**src/rtl/sine_pwm_ctrl.sv**
```systemverilog
// sine_pwm_ctrl: carrier tick, phase accumulator and soft amplitude ramp for the sine PWM datapath
module sine_pwm_ctrl #(
    parameter int CARRIER_DIV = 256,
    parameter int PHASE_W     = 16,
    parameter int ADDR_W      = 8,
    parameter int AMP_W       = 8,
    parameter int RAMP_STEP   = 1
) (
    input  logic               clk,
    input  logic               rst_n,
    input  logic               start,
    input  logic               stop,
    input  logic               cfg_valid,
    output logic               cfg_ready,
    input  logic [PHASE_W-1:0] cfg_freq,
    input  logic [AMP_W-1:0]   cfg_amp,
    output logic               carrier_tick,
    output logic [ADDR_W-1:0]  lut_addr,
    output logic [AMP_W-1:0]   amp_out,
    output logic               pwm_en,
    output logic               busy
);
    localparam int CW = (CARRIER_DIV > 2) ? $clog2(CARRIER_DIV) : 1;
    localparam logic [CW-1:0] LAST = CW'(CARRIER_DIV - 1);
    localparam logic [AMP_W:0] STEP = (AMP_W+1)'(RAMP_STEP);

    typedef enum logic [1:0] {IDLE, RAMP_UP, RUN, RAMP_DOWN} state_t;
    state_t state, state_next;

    logic [CW-1:0]      cnt, cnt_next;
    logic [PHASE_W-1:0] phase, freq, sh_freq;
    logic [AMP_W-1:0]   amp, amp_next, target, sh_amp, amp_toward, amp_fall;
    logic [AMP_W:0]     amp_x, tgt_x, up;
    logic               pending, tick_next;

    assign amp_x      = {1'b0, amp};
    assign tgt_x      = {1'b0, target};
    assign up         = amp_x + STEP;
    assign amp_toward = (amp < target) ? ((up > tgt_x) ? target : up[AMP_W-1:0])
                      : ((amp_x > tgt_x + STEP) ? amp - STEP[AMP_W-1:0] : target);
    assign amp_fall   = (amp_x > STEP) ? amp - STEP[AMP_W-1:0] : '0;

    always_comb begin
        state_next = state;
        amp_next   = amp;
        case (state)
            IDLE: state_next = (start && !stop) ? RAMP_UP : IDLE;
            RAMP_UP: begin
                amp_next   = carrier_tick ? amp_toward : amp;
                state_next = stop ? RAMP_DOWN : (carrier_tick && amp_toward == target) ? RUN : RAMP_UP;
            end
            RUN: begin
                amp_next   = carrier_tick ? amp_toward : amp;
                state_next = stop ? RAMP_DOWN : RUN;
            end
            default: begin
                amp_next   = carrier_tick ? amp_fall : amp;
                state_next = (start && !stop) ? RAMP_UP : (carrier_tick && amp_fall == '0) ? IDLE : RAMP_DOWN;
            end
        endcase
        cnt_next  = (state == IDLE || state_next == IDLE) ? '0 : (cnt == LAST) ? '0 : cnt + 1'b1;
        tick_next = (state_next != IDLE) && (cnt_next == LAST);
    end

    always_ff @(posedge clk or negedge rst_n) begin
        if (!rst_n) begin
            state        <= IDLE;
            cnt          <= '0;
            carrier_tick <= 1'b0;
            phase        <= '0;
            amp          <= '0;
            freq         <= '0;
            target       <= '0;
            sh_freq      <= '0;
            sh_amp       <= '0;
            pending      <= 1'b0;
        end else begin
            state        <= state_next;
            cnt          <= cnt_next;
            carrier_tick <= tick_next;
            amp          <= amp_next;
            phase        <= (state_next == IDLE) ? '0 : carrier_tick ? phase + freq : phase;
            if (cfg_valid && !pending) begin
                sh_freq <= cfg_freq;
                sh_amp  <= cfg_amp;
                pending <= 1'b1;
            end else if (pending && (carrier_tick || state == IDLE)) begin
                freq    <= sh_freq;
                target  <= sh_amp;
                pending <= 1'b0;
            end
        end
    end

    assign cfg_ready = !pending;
    assign lut_addr  = phase[PHASE_W-1 -: ADDR_W];
    assign amp_out   = amp;
    assign pwm_en    = state != IDLE;
    assign busy      = state != IDLE;
endmodule

```
**config.mk**
```make
export PLATFORM = sky130hd
export DESIGN_NAME = sine_pwm_ctrl
export DESIGN_NICKNAME = d
export VERILOG_FILES = /design/src/rtl/sine_pwm_ctrl.sv
export SDC_FILE = /design/constraint.sdc
export NUM_CORES = 1
export LEC_CHECK = 0
export CORE_UTILIZATION = 35
export DETAILED_ROUTE_END_ITERATION = 6
export GPL_TIMING_DRIVEN = 0
export PLACE_DENSITY = 0.58
export REMOVE_ABC_BUFFERS = 1
export SYNTH_ARGS = -nofsm -noshare
export SYNTH_HDL_FRONTEND = slang
export SYNTH_SLANG_ARGS = --single-unit
```
**constraint.sdc**
```tcl
create_clock -name clk -period 5.05 [get_ports clk]
set_input_delay 1.01 -clock clk [delete_from_list [all_inputs] [get_ports clk]]
set_output_delay 1.01 -clock clk [all_outputs]
set_load 0.05 [all_outputs]
```
== Yosys cells after proc, flatten, opt, wreduce, memory -nomap -nowiden ==
Index checks and enable logic that the tools add are counted.

* Register bits: 84
* Output and inout bits: 20
* Logic and storage cells: 66

* Add/sub/neg operators: 5
* $lt $le $gt $ge: 4
* Equality and inequality tests: 5
* Multiplexer cells: 20
* Bitwise operators: 2
* Reductions and logical operators: 20

{| class="wikitable"
|+ Operators by type and width
! operator !! count
|-
| $mux W8 || 8
|-
| $mux W16 || 2
|-
| $add A8 B1 Y9 const B || 2
|-
| $add A16 B16 Y16 || 1
|-
| $eq A8 B8 Y1 const B || 2
|-
| $pmux W8 S2 || 1
|-
| $gt A8 B9 Y1 || 1
|-
| $gt A9 B8 Y1 || 1
|-
| $add A8 B1 Y8 const B || 1
|-
| $eq A8 B8 Y1 || 1
|-
| $gt A8 B1 Y1 const B || 1
|-
| $logic_not A8 Y1 || 1
|-
| $lt A8 B8 Y1 || 1
|-
| $mux W2 || 4
|-
| $reduce_bool A2 Y1 || 4
|-
| $sub A8 B1 Y8 const B || 1
|-
| $logic_and A1 B1 Y1 || 6
|-
| $pmux W2 S3 || 1
|-
| $logic_not A2 Y1 || 2
|-
| $mux W1 || 4
|-
| $reduce_and A2 Y1 || 2
|-
| $eq A2 B1 Y1 const B || 1
|-
| $eq A2 B2 Y1 const B || 1
|-
| $logic_not A1 Y1 || 2
|-
| other kinds (3) || 5
|}

== Logic depth before layout (Yosys ltp) ==
Gate-level depths: netlist (run 1).

* Word-level depth: 14
* Depth in mapped cells: 14
* Gate-level depth less buffers: 13

== Worst setup path before layout (run 1) ==
No wires, ideal clock.

* Path type: register to register
* Start: reg amp[1] (netlist: amp_out[1])
* End: reg amp[7] (netlist: amp_out[7])
* Library setup time: 0.135 ns
* Arrival: 3.663 ns
* Data required time: 4.915 ns
* Slack: 1.253 ns
* Stages on the path, launching flop included: 14
* Buffers on the path: 1
* Clock period less this slack: 3.797 ns
* Cell sequence: dfrtp_1 > ha_1 > nand3_1 > xnor2_1 > ha_1 > and4_1 > a221o_1 > a221oi_1 > o21ai_0 > or2_2 > buf_4 > a311oi_1 > o22a_1 > o21ai_0

* Cells in the longest elaborated chain, start to end: 6
* Elaborated cells between the ends (all ways): 13

{| class="wikitable"
|+ Ends and longest elaborated chain
! element !! RTL line !! text
|-
| start, declared || 32 || <nowiki>logic [AMP_W-1:0] amp, amp_next, target, sh_amp, amp_toward, amp_fall;</nowiki>
|-
| start signal, assigned || 81 || <nowiki>amp <= amp_next;</nowiki>
|-
| $add A8 B1 Y9 || 38 || <nowiki>assign up = amp_x + STEP;</nowiki>
|-
| $gt A9 B8 Y1 || 39 || <nowiki>assign amp_toward = (amp < target) ? ((up > tgt_x) ? target : up[AMP_W-1:0])</nowiki>
|-
| $mux W8 (2 in a row) || 39 ||
|-
| $mux W8 || 49, 53 ||
|-
| $pmux W8 S2 (*) || 46 || <nowiki>case (state)</nowiki>
|}

Mark *: on every way between the ends. The rest lies on a longest branch, timed or not. The select of a mux whose other input is x is not followed.
A chain may end at the register's enable or synchronous reset.

== Worst setup path after layout (run 1) ==
* Start: reg amp[0] (netlist: amp_out[0])
* End: reg state[1]

* Cells in the longest elaborated chain, start to end: 9
* Elaborated cells between the ends (all ways): 19

{| class="wikitable"
|+ Ends and longest elaborated chain
! element !! RTL line !! text
|-
| $add A8 B1 Y9 || 38 ||
|-
| $gt A9 B8 Y1 || 39 ||
|-
| $mux W8 (2 in a row) || 39 ||
|-
| $eq A8 B8 Y1 || 50 || <nowiki>state_next = stop ? RAMP_DOWN : (carrier_tick && amp_toward == target) ? RUN : RAMP_UP;</nowiki>
|-
| $logic_and A1 B1 Y1 || 50 ||
|-
| $mux W2 (2 in a row) || 50 ||
|-
| $pmux W2 S3 (*) || 46 ||
|-
| named net state_next[1] || 28 || <nowiki>state_t state, state_next;</nowiki>
|-
| end signal, assigned || 78 || <nowiki>state <= state_next;</nowiki>
|-
| end, declared || 28 ||
|}

Mark *: on every way through the listed nets, which the timed path passes. The rest lies on a longest branch.

==> flow_summary.toml, run 1 <==
[synthesis]
yosys-top-cells-count = "84 x sky130_fd_sc_hd__dfrtp_1, 48 x sky130_fd_sc_hd__ha_1, 48 x sky130_fd_sc_hd__mux2_2"
synthDominantAreaCellType = "sky130_fd_sc_hd__dfrtp_1"
cell_with_the_most_instances_after_synthesis = "sky130_fd_sc_hd__dfrtp_1"
async_flop_share_pct = 100
yosys_register_bits = 84
synth_sequential_area_ratio_pct = 37.9
synth_area_per_cell_um2 = 10.2
synth_area_leaders = "sky130_fd_sc_hd__dfrtp_1 38%, sky130_fd_sc_hd__ha_1 11%, sky130_fd_sc_hd__mux2_2 9.7%"
synth_flop_cell = "sky130_fd_sc_hd__dfrtp_1"
synthesis.yosys.warnings = 0
library_cells_used_by_synthesis = 57
netlist_instances = 544
synth-edff-count = 0
synth.top_cell.area_share_pct = 37.9
synth.cell_area_um2 = 5540

[timing]
timing.final.max_slew_violations = 0
timing.setup.tns_ns = 0
min_period_ns = 4.15
setup_viol_count_final = 0
final_hold_viol_count = 0
max_slew_margin_pct = 9.37
final.period_utilization_pct = 82.2
worst_pin_slew_ns = 1.36
max_freq_mhz = 241
final.setup_skew_ns = 0.00947
post-route-worst-setup-slack_ns = 0.898
grt_setup_unrepaired = "no"

[layout]
antenna_cells_inserted = 0
final.fill_count = 1494
final_layout_size_suffix_gt1_share_pct = 12.9
design_area_um2 = 6490
stdcell_count = 792
nets = 654
area_growth_syn_to_layout_pct = 17.1

[floorplanning]
core.rowCount = 45
core-area_um2 = 15300
dieArea_um2 = 16300
initial_core_util_pct = 36.2
die_w_um = 128
design.portCount = 49
floorplan.die.height_um = 128

[worst_setup_path]
critical_path_buf_inv_count = 0
critPathMaxStageDelay_ns = 0.64
critPathMaxFanout = 12
worst_r2r_path_depth = 12
worstPathRequired_ns = 5.28
worst_ep_arrival_time_ns = 4.38
path_delay_family = "compound AO/OA/AOI/OAI gates"
crit_type = "register to register"
cp_num_cells = 12
critical-path-slowest-cell = "sky130_fd_sc_hd__dfrtp_1"
kind_of_start_point_of_the_critical_path = "register"
timing.critical_path.cells = "ha_1 -> nand3_1 -> xnor2_1 -> ha_1 -> and4_1 -> a221o_1 -> a221oi_1 -> o21ai_0 -> nor2_1 -> a221o_1 -> a211o_1 -> a211oi_2"
endpoint_kind = "register"

[clocking]
cts-hold-fix-buffers = 0
tritoncts = "built"
tritoncts_num_sinks = 84
cts.reportedPaths.clkPinSlew_ns = 0.07
post_cts.resized_instances = 0
cts_inserted_buffers = 9
clock_latency_ns = 0.35
cts_post_setup_buffers_inserted = 0
cts_root_buffer = "sky130_fd_sc_hd__clkbuf_16"
cts_htree_levels = 3
clock_tree.buffer_depth = 2

[drt]
wirelength_um = 12700
avgViaCountPerCell = 5.34
antenna_violating_nets_left = 0
initial_drc_count = 259
count_of_vias_placed_by_the_detailed_router = 4230
post-route-drc-count = 0
number_of_iterations_in_the_first_detailed_routing_pass = 4
routed_wire_length_per_instance_um = 16.0

[global_route]
grt_antenna_before_repair = 0
grt_first_pass_wirelength_um = 21400
grt_use_total_pct = 16.7
first_global_vias = 4287
maximum_number_of_pins_on_one_net_before_global_route_repair = 55
grt_remaining_overflow = 0

[worst_hold_path]
hold_class = "register to register"
hold-path-cell-count = 1

[run]
drv.max_cap_violation_count = 0

[placed_design]
globalplace.congestion = 0.862
post_place_instance_area_um2 = 6170
dpl_worst_slack_ns = 0.925
buffer_ports.inserted = 48
hpwlAfterDp_um = 9430
place.detailed.instances = 776

[status]
run_status = "finished clean"

[power]
power.ir.vdd_worst_v = 0.000209
totalPowerFinal_mw = 2.96
pd_cells_nw_per_um2 = 456
leakage_nw = 2.79
layout by cell type (no fill, tap or decap), types with 12 or more instances in the layout:
cell type	synthesis	final
sky130_fd_sc_hd__dfrtp_1	84	84
sky130_fd_sc_hd__mux2_2	48	48
sky130_fd_sc_hd__ha_1	48	48
sky130_fd_sc_hd__clkdlybuf4s50_1	0	47
sky130_fd_sc_hd__nor2_1	46	46
sky130_fd_sc_hd__xnor2_1	31	31
sky130_fd_sc_hd__inv_1	27	27
sky130_fd_sc_hd__nand2_1	22	22
sky130_fd_sc_hd__nand3_1	19	19
sky130_fd_sc_hd__a21oi_1	18	18
sky130_fd_sc_hd__o21ai_0	16	16
sky130_fd_sc_hd__nor3_1	14	14
sky130_fd_sc_hd__xor2_1	14	14
sky130_fd_sc_hd__mux2i_1	12	12
report_power, final:
part / total (mW) / internal (mW) / switching [mW]
Combinational: 1.17 / 0.560 / 0.607
Sequential: 1.07 / 0.896 / 0.177
Clock: 0.720 / 0.449 / 0.271
Total: 2.96 / 1.91 / 1.05
logic make-up after synthesis:
family / Yosys count / synth area share (%)
and+or+nand+nor: 140 / 12.5
buffers and inverters: 58 / 5.35
xor gates and xnor gates: 45 / 7.11
AOI/OAI and AO/OA: 108 / 14.1
muxes: 60 / 11.9
DFF: 84 / 37.9
adders and majority gates: 49 / 11.2
final timing paths:
| path | start | endpoint | slack, ns |
|---|---|---|---|
| min in group asynchronous | rst_n | sh_freq[13]$_DFFE_PN0P_ | 0.60 |
| worst min-delay path | cnt[0]$_DFF_PN0_ | cnt[0]$_DFF_PN0_ | 0.49 |
| max in group asynchronous | rst_n | amp_out[3]$_DFFE_PN0P_ | 3.83 |
| worst max-delay path | amp_out[0]$_DFFE_PN0P_ | state[1]$_DFF_PN0_ | 0.90 |
| worst max register to register | amp_out[0]$_DFFE_PN0P_ | state[1]$_DFF_PN0_ | 0.90 |
| worst min register to register | cnt[0]$_DFF_PN0_ | cnt[0]$_DFF_PN0_ | 0.49 |
layout make-up:
type	instances	area, µm²	share of cell area [%]
multi-input cells	402	3150	48.6
flip-flops and latches	84	2100	32.4
repair buffers	51	548	8.44
well taps	211	264	4.07
clock buffers	13	250	3.86
inverters	28	105	1.62
clock inverters	3	68.8	1.06
metrics by stage:
step,utilization [%],hold slack [ns]
final,42.4,0.493
after global routing,42.4,0.517
after CTS,42.4,0.495
after detailed placement,40.3,0.486
after global placement,39.8,0.461
after floorplan,-,0.447
sequential cells by signal, indices dropped and copies added (netlist names):
name / count
cnt: 8
carrier_tick: 1
freq: 16
amp_out: 8
sh_amp: 8
sh_freq: 16
phase: 16
target: 8
pending: 1
state: 2
layer usage:
layer / global-route usage [%] / part of all wire, %
met5: 0 / 0
met2: 27.2 / 46
met3: 2.63 / 4.1
met4: 7.89 / 2.5
met1: 21.8 / 48
Note: power is estimated with default switching activity, not from simulation.
==> run 2, diff against run 1 <==
- PLACE_DENSITY: 0.58 -> 0.6
- clock period: 5.05 -> 3.33 ns (I/O delays scaled with it)
==> run 2 against run 1 <==
Against the previous run:
- design area grew 7.4%
- non-clock buffer count grew 39
- via count grew 4.5%
- first-iteration DRC count shrank 6.6%
- combinational power grew 67%
- fmax grew 26%
- largest cell class unchanged
==> flow_summary.toml, run 2 (synthesis gave the netlist of run 1 again) <==
[clocking]
tritoncts = "built"
cts_htree_levels = 3
cts_root_buffer = "sky130_fd_sc_hd__clkbuf_16"
cts.reportedPaths.clkPinSlew_ns = 0.06
cts-hold-fix-buffers = 0
clock_latency_ns = 0.33
tritoncts_num_sinks = 84
clock_tree.buffer_depth = 2
cts_inserted_buffers = 9

[timing]
timing.final.max_slew_violations = 0
setup_viol_count_final = 0
post-route-worst-setup-slack_ns = 0.0369
worst_pin_slew_ns = 0.763
final.period_utilization_pct = 98.9
max_freq_mhz = 304
min_period_ns = 3.29
max_slew_margin_pct = 48.9
final.setup_skew_ns = 0.00842
hold-worst-slack_ns = 0.226
final_hold_viol_count = 0

[placed_design]
dpl_worst_slack_ns = -0.804
hpwlAfterDp_um = 9270
globalplace.congestion = 0.873
post_place_instance_area_um2 = 6160
buffer_ports.inserted = 48
place.detailed.instances = 776

[power]
p_seq_share_pct = 35.8
clock_power_share_pct = 21.2
combinationalPowerShare_pct = 43.0
leakage_nw = 2.99
power.ir.vdd_worst_v = 0.000377
internal_power_mw = 2.87
pd_cells_nw_per_um2 = 649
p_sw_share_pct = 36.6
power_switching_mw = 1.65

[drt]
initial_drc_count = 242
avgViaCountPerCell = 5.33
number_of_iterations_in_the_first_detailed_routing_pass = 5
antenna_violating_nets_left = 0
post-route-drc-count = 0
wirelength_um = 13300
count_of_vias_placed_by_the_detailed_router = 4420
routed_wire_length_per_instance_um = 16.0

[worst_setup_path]
endpoint_kind = "register"
worst_r2r_path_depth = 13
cp-endpoint = "amp_out[7]$_DFFE_PN0P_"
worst_ep_arrival_time_ns = 3.49
r2r_start = "amp_out[0]$_DFFE_PN0P_"
crit_type = "register to register"
setup.reg_to_reg.worst_slack_ns = 0.04
critical_path.reg2reg.endpoint = "amp_out[7]$_DFFE_PN0P_"
kind_of_start_point_of_the_critical_path = "register"
worstPathRequired_ns = 3.53
critPathMaxFanout = 8
cp-startpoint = "amp_out[0]$_DFFE_PN0P_"

[layout]
nets = 693
biggestRegsByFlops = "freq x16, phase x16, sh_freq x16"
area_growth_syn_to_layout_pct = 25.7
layout_commonest_cell = "sky130_fd_sc_hd__dfrtp_1"
final_layout_size_suffix_gt1_share_pct = 24.7
stdcell_count = 830
fin_util_pct = 45.5
design_area_um2 = 6970
mostFrequentLayoutCells = "74 x sky130_fd_sc_hd__dfrtp_1, 48 x sky130_fd_sc_hd__mux2_2, 47 x sky130_fd_sc_hd__clkdlybuf4s50_1"
antenna_cells_inserted = 0

[run]
drv.max_cap_violation_count = 0

[global_route]
grt_antenna_before_repair = 0
grt_remaining_overflow = 0
grt_first_pass_wirelength_um = 21100
maximum_number_of_pins_on_one_net_before_global_route_repair = 66
first_global_vias = 4270
grt_use_total_pct = 16.4

[floorplanning]
floorplan.die.height_um = 128
die_w_um = 128
initial_core_util_pct = 36.2
core.rowCount = 45
design.portCount = 49
dieArea_um2 = 16300
core-area_um2 = 15300

[status]
run_status = "finished clean"

[worst_hold_path]
hold_class = "input port to async pin"
[run 2: cell types whose count changed in the layout (fill, tap and decap cells not counted), moves of 3 or more]
cell	before	now
sky130_fd_sc_hd__nor2_1	46	42
sky130_fd_sc_hd__dfrtp_1	84	74
sky130_fd_sc_hd__buf_4	1	37
sky130_fd_sc_hd__ha_4	0	4
sky130_fd_sc_hd__xnor2_1	31	28
sky130_fd_sc_hd__nand3_2	0	3
sky130_fd_sc_hd__nand3_1	19	16
sky130_fd_sc_hd__dfrtp_2	0	10
sky130_fd_sc_hd__ha_1	48	44
[run 2: timing repair]
action	4_1_cts	5_1_grt
endpoints found under the setup margin	15	35
gates resized for setup	23	31
pin swaps	3	8
setup buffers	15	25
[run 2: per-stage QoR]
stage / total power [mW] / setup TNS (ns)
2_1_floorplan: 2.90 / -3.49
3_3_place_gp: 3.33 / -142.49
3_5_place_dp: 3.42 / -7.66
4_1_cts: 4.46 / 0
5_1_grt: 4.86 / -0.143
6_report: 4.52 / 0
[run 2: cell type report]
type,instances,area [µm²]
Clock inverter,4,51.3
Multi-Input combinational cell,402,3370
Clock buffer,11,233
Inverter,28,109
Fill cell,1461,8340
Timing Repair Buffer,90,833
Sequential cell,84,2110
Tap cell,211,264
[run 2: how the worst min path moves through the flow]
stage                              to  slack [ns]
6_report       amp_out[7]$_DFFE_PN0P_        0.23
5_1_grt         sh_amp[5]$_DFFE_PN0P_        0.23
4_1_cts         target[3]$_DFFE_PN0P_        0.22
3_5_place_dp         cnt[0]$_DFF_PN0_        0.47
3_3_place_gp         cnt[0]$_DFF_PN0_        0.46
2_1_floorplan  amp_out[0]$_DFFE_PN0P_        0.37
[run 2: critical path, stage by stage (launching register included)]
cell                       delay [ns]
sky130_fd_sc_hd__dfrtp_2         0.45
sky130_fd_sc_hd__buf_6           0.15
sky130_fd_sc_hd__nand3_2         0.07
sky130_fd_sc_hd__xor2_1          0.21
sky130_fd_sc_hd__inv_1           0.12
sky130_fd_sc_hd__ha_4            0.25
sky130_fd_sc_hd__and4_1          0.19
sky130_fd_sc_hd__a221o_1         0.41
sky130_fd_sc_hd__a221oi_4        0.33
sky130_fd_sc_hd__o21ai_4         0.12
sky130_fd_sc_hd__or2_4           0.30
sky130_fd_sc_hd__a311oi_1        0.30
sky130_fd_sc_hd__o22a_1          0.18
sky130_fd_sc_hd__o21ai_0         0.06
[run 2: power by group through the flow]
stage	combinational (mW)	clock, mW	sequential (mW)
final	1.95	0.958	1.62
after global routing	2.15	1.03	1.67
after CTS	1.84	0.994	1.63
after detailed placement	1.76	0	1.66
after global placement	1.69	0	1.64
after floorplan	1.35	0	1.55
[run 2: metal layers]
metal  track usage (%)  up-vias  part of all wire, %
met2              27.4      138                   47
met3              3.09       24                  4.8
li1                  -     2115                    -
met1              21.5     2143                   47
met5                 0        -                    0
met4              4.98        0                  1.6
